--- config.mk ---
export PLATFORM = sky130hd
export DESIGN_NAME = cycle_count_display
export DESIGN_NICKNAME = d
export VERILOG_FILES = /design/src/rtl/cycle_count_display.sv
export SDC_FILE = /design/constraint.sdc
export NUM_CORES = 1
export LEC_CHECK = 0
export ABC_AREA = 0
export CORE_MARGIN = 2
export CORE_UTILIZATION = 51
export CTS_CLUSTER_DIAMETER = 80
export CTS_CLUSTER_SIZE = 14
export DETAILED_ROUTE_END_ITERATION = 10
export GPL_TIMING_DRIVEN = 0
export MAX_ROUTING_LAYER = met4
export PLACE_DENSITY = 0.8
export SLEW_MARGIN = 30
export SYNTH_ARGS = -nofsm -noshare
export SYNTH_HDL_FRONTEND = slang
export SYNTH_SLANG_ARGS = --single-unit
--- constraint.sdc ---
create_clock -name clk -period 2.55 [get_ports clk]
set_input_delay 0.255 -clock clk [delete_from_list [all_inputs] [get_ports clk]]
set_output_delay 0.255 -clock clk [all_outputs]
set_load 0.02 [all_outputs]
--- src/rtl/cycle_count_display.sv ---
// Cycle-count display: converts a 32-bit binary count to 10 BCD digits with a
// 32-step double-dabble FSM, latches the result into display registers, and
// scans the low 8 digits onto a multiplexed active-low 7-segment display with
// leading-zero blanking. Digits 8..9 only feed overflow and blanking.
module cycle_count_display #(
  parameter int REFRESH_BITS = 16
) (
  input  logic        clk,
  input  logic        rst,
  input  logic [31:0] count_in,
  input  logic        freeze,
  output logic [7:0]  an,
  output logic [6:0]  seg,
  output logic        dp,
  output logic        overflow,
  output logic        bcd_valid
);

  typedef enum logic [1:0] {IDLE, LOAD, SHIFT, DONE} state_t;

  state_t                  state_q, state_d;
  logic [31:0]             bin_q, bin_d;
  logic [39:0]             bcd_q, bcd_d;
  logic [4:0]              cnt_q, cnt_d;
  logic [39:0]             disp_q, disp_d;
  logic                    ovf_q, ovf_d;
  logic                    vld_q, vld_d;
  logic [REFRESH_BITS-1:0] scan_q, scan_d;
  logic [7:0]              an_q, an_d;
  logic [6:0]              seg_q, seg_d;

  logic [39:0] adj;
  logic [2:0]  idx;
  logic [3:0]  cur_digit;
  logic [9:0]  zero_above;

  function automatic logic [6:0] enc(input logic [3:0] d);
    case (d)
      4'd0:    enc = 7'b1000000;
      4'd1:    enc = 7'b1111001;
      4'd2:    enc = 7'b0100100;
      4'd3:    enc = 7'b0110000;
      4'd4:    enc = 7'b0011001;
      4'd5:    enc = 7'b0010010;
      4'd6:    enc = 7'b0000010;
      4'd7:    enc = 7'b1111000;
      4'd8:    enc = 7'b0000000;
      4'd9:    enc = 7'b0010000;
      default: enc = 7'b1111111;
    endcase
  endfunction

  // Conversion FSM: next state, double-dabble step and commit to display.
  always_comb begin
    state_d = state_q;
    bin_d   = bin_q;
    bcd_d   = bcd_q;
    cnt_d   = cnt_q;
    disp_d  = disp_q;
    ovf_d   = ovf_q;
    vld_d   = 1'b0;
    adj     = bcd_q;
    for (int i = 0; i < 10; i++) begin
      if (adj[4*i +: 4] >= 4'd5) adj[4*i +: 4] = adj[4*i +: 4] + 4'd3;
    end
    case (state_q)
      IDLE: if (!freeze) state_d = LOAD;
      LOAD: begin
        bin_d   = count_in;
        bcd_d   = '0;
        cnt_d   = '0;
        state_d = SHIFT;
      end
      SHIFT: begin
        {bcd_d, bin_d} = {adj[38:0], bin_q, 1'b0};
        cnt_d          = cnt_q + 5'd1;
        // cnt_q==31 marks the 32nd shift; leave after it
        if (cnt_q == 5'd31) state_d = DONE;
      end
      DONE: begin
        disp_d  = bcd_q;
        ovf_d   = |bcd_q[39:32];
        vld_d   = 1'b1;
        state_d = IDLE;
      end
      default: state_d = IDLE;
    endcase
  end

  // Scan path: pick the active digit, blank leading zeros, register an/seg.
  always_comb begin
    scan_d     = scan_q + {{(REFRESH_BITS-1){1'b0}}, 1'b1};
    idx        = scan_q[REFRESH_BITS-1 -: 3];
    cur_digit  = disp_q[{idx, 2'b00} +: 4];
    zero_above = '0;
    zero_above[9] = (disp_q[39:36] == 4'd0);
    for (int k = 8; k >= 0; k--) begin
      zero_above[k] = zero_above[k+1] && (disp_q[4*k +: 4] == 4'd0);
    end
    an_d  = ~(8'b0000_0001 << idx);
    seg_d = enc(cur_digit);
    if (idx != 3'd0 && zero_above[idx]) seg_d = 7'b1111111;
  end

  // All state; synchronous reset wins over everything, dropping any conversion.
  always_ff @(posedge clk) begin
    if (rst) begin
      state_q <= IDLE;
      bin_q   <= '0;
      bcd_q   <= '0;
      cnt_q   <= '0;
      disp_q  <= '0;
      ovf_q   <= 1'b0;
      vld_q   <= 1'b0;
      scan_q  <= '0;
      an_q    <= 8'hFF;
      seg_q   <= 7'h7F;
    end else begin
      state_q <= state_d;
      bin_q   <= bin_d;
      bcd_q   <= bcd_d;
      cnt_q   <= cnt_d;
      disp_q  <= disp_d;
      ovf_q   <= ovf_d;
      vld_q   <= vld_d;
      scan_q  <= scan_d;
      an_q    <= an_d;
      seg_q   <= seg_d;
    end
  end

  assign an        = an_q;
  assign seg       = seg_q;
  assign dp        = 1'b1;
  assign overflow  = ovf_q;
  assign bcd_valid = vld_q;

endmodule

==> results.tsv <==
metric	value	unit
crit_cells	9	
worst_ep_required_time	2850	ps
drt-initial-drc-count	539	
wl	16600	um
synth_nets	823	
fin_hold_ws	224	ps
setup.worst_path.start	scan_q[13]$_SDFF_PP0_	
area_growth	19.5	%
max_cap_viol_count	0	
status	complete, no violations	
post-cts-setup-buffer-count	0	
setup_violations	0	
setup_tns	0	ps
synth_top_cell_by_area	dfxtp_1	
final_nets	892	
synthDistinctLibCells	46	
rsz0062_at_grt	false	
postCtsHoldBufs	0	
synth_edf_count	0	
synth_xor_xnor_area_share	0.0348	
r2r_slack	140	ps
crit_buf_inv	3	
multi_input_area	3720	sq um
grt_start_max_net_pins	17	
synth_fa_ha_area_frac	0.0603	
synth_seq_cells	152	
antennaDiodeCount	0	
synth_top_family_by_area	multiplexers	
antenna_left	0	
drcViolationCount	0	
slowest_stage	mux4_2	
cts_sinks	152	
worst_slew_pin_slew	830	ps
hold_path_class	input port to flop	
cts_max_path_buffers	2	
r2r-end	seg[0]$_SDFF_PP1_	
synthCells	754	
io_buffers	50	
filler_cell_count	1081	
core	13400	sq um
cts_made_buffers	17	
die_area	14800	sq um
worstSetupPathType	flop to flop	
fin_area	8430	sq um
slew_violations	0	
crit_fanout	10	
clock_latency	430	ps
hold_viol	0	
clk_pin_slew	60	ps
synth_top_area_frac	0.431	
cts_tree	yes	
ir_worst_vdd	0.483	mV
ios	53	
die_x	122	um
cts.repair.resized	2	
start_util	0.526	
placed_area	7770	sq um
routedWlPerCell	16.4	um
period_minus_slack	2410	ps
regToRegStartpoint	scan_q[13]$_SDFF_PP0_	
grt_pass1_vias	5359	
clock_skew	11.1	ps
max_stage_delay	540	ps
seq_area	3040	sq um
cp.arrival	2710	ps
grt_pass1_wl	26800	um
antenna_found_initial	0	
cts-root-buf	clkbuf_16	
synth_compound_area_frac	0.125	
ff2ff_path_depth	9	
ys_warn_count	0	
hpwl	11000	um
vias	5720	
fin_crit_sh	0.945	
timing.critical_path.to	seg[0]$_SDFF_PP1_	
syn_area_per_cell	9.36	sq um
die_h	122	um
grt.total_usage	0.239	
syn-cell-area	7050	sq um
dr.pass1.iters	5	
drive_gt1_frac	0.0706	
slew_headroom	0.447	
grt-ovfl-total	0	
dominantRegCellSynth	dfxtp_1	
synthTopCellsByArea	dfxtp_1 43%, mux2i_1 11%, nor2_1 7.2%, ha_1 6.0%, a211oi_1 3.3%	
core.rowCount	42	
utilization	0.629	
critPathTopFamily	multiplexers	
yosys.area_share.simple	0.144	
path_cells	buf_6 -> buf_6 -> mux4_2 -> mux2i_4 -> inv_1 -> ha_1 -> mux2_1 -> o21ai_0 -> nand3b_1	
power.density	877	nW/um^2
cp_common_cell	buf_6	
synthArstFlopShare	0	
yosysSeqAreaShare	0.431	
gp_routability_congestion	0.868	
power.leakage	0.00300	uW
ctsHtreeMaxLevel	4	
vias_per_cell	5.65	
cp-end-kind	flop	
synthMuxAreaShare	0.160	
startpoint_type	flop	
max_freq	415	MHz
## worst min-delay path by stage
| stage | start | to | slack (ps) | cells after the start |
|---|---|---|---|---|
| floorplan | scan_q[0]$_SDFF_PP0_ | scan_q[0]$_SDFF_PP0_ | 420 | 1 |
| global placement | scan_q[0]$_SDFF_PP0_ | scan_q[0]$_SDFF_PP0_ | 430 | 1 |
| detailed placement | scan_q[0]$_SDFF_PP0_ | scan_q[0]$_SDFF_PP0_ | 450 | 1 |
| CTS | rst | bin_q[1]$_SDFFE_PP0P_ | 230 | 2 |
| global route | rst | bin_q[1]$_SDFFE_PP0P_ | 280 | 2 |
| finish | rst | bin_q[1]$_SDFFE_PP0P_ | 220 | 2 |
## layout by cell type, fill, tap and decap left out, types with 3 or more instances in the layout
cell type          n
nand2_1           24
mux2i_4            3
a22oi_1           13
xnor2_1           15
a211oi_1          31
mux2i_1           75
inv_1             30
ha_1              34
inv_6              3
o21ai_0           23
buf_2              4
nand3b_1           7
xor2_1            13
mux2_2             9
a32oi_1           10
nor2b_1            3
clkinvlp_4         3
nor4_1            10
clkinv_4           3
a21oi_1           32
bufinv_16          3
nand3_1           13
nand2b_1          10
buf_1             10
mux4_1             4
clkdlybuf4s50_1   50
a2bb2oi_1          8
mux2_1             3
mux4_2             4
dfxtp_1          152
clkbuf_16         17
nor3_1            14
o31ai_1           11
clkbuf_1          29
or3_1              5
nor2_1           136
## worst reg2reg max path, stage by stage (launching register included)
cell,delay [ps]
dfxtp_1,340
buf_6,150
buf_6,150
mux4_2,540
mux2i_4,240
inv_1,90
ha_1,210
mux2_1,290
o21ai_0,170
nand3b_1,90
## routing by layer
metal  global-route usage  vias up  wire, um
li1                     -     2788         -
met3               0.0473       34       902
met2                0.366      185      7640
met4                0.107        0       423
met5                    -        -         0
met1                0.308     2713      7640
## logic make-up (layout without fill, tap and decap cells)
kind of cell,count (synthesis),in the layout
fa+ha+maj,34,34
other cells,1,1
xor+xnor,28,28
simple gates,230,230
flops,152,152
mux,98,98
buf+inv,78,160
compound gates,133,133
## where the power goes
part           switching (uW)  total [uW]  internal (uW)
combinational            1360        2050            697
clock                    1030        2640           1600
sequential                107        2700           2590
## area by class of cell
class	count	share of cell area
clock buffers	20	0.0542
flip-flops and latches	152	0.361
plain buffers	47	0.0241
clock inverters	12	0.0196
multi-input cells	524	0.442
well taps	176	0.0261
inverters	31	0.0138
repair buffers	50	0.0594
## registers in the layout, summed over array words and instances, names as in the netlist
name       count
bin_q         32
an             8
state_q        2
cnt_q          5
overflow       1
scan_q        16
bcd_q         40
seg            7
disp_q        40
bcd_valid      1
## synthesized netlist by cell type (7+ instances only)
master	number
a211oi_1	31
a21oi_1	32
a22oi_1	13
a2bb2oi_1	8
a32oi_1	10
buf_1	10
clkbuf_1	30
dfxtp_1	152
ha_1	34
inv_1	30
mux2_2	9
mux2i_1	76
nand2_1	24
nand2b_1	10
nand3_1	13
nand3b_1	7
nor2_1	136
nor3_1	14
nor4_1	10
o21ai_0	23
o31ai_1	11
xnor2_1	15
xor2_1	13
## through the flow
stage	total power (uW)	std cells	setup slack, ps
3_5_place_dp	4750	980	-58.5
5_1_grt	7720	1012	22.0
4_1_cts	7360	1012	26.6
3_3_place_gp	4720	980	-21.1
2_1_floorplan	4160	754	224
6_report	7390	1012	140
(Power assumes the default switching activity.)
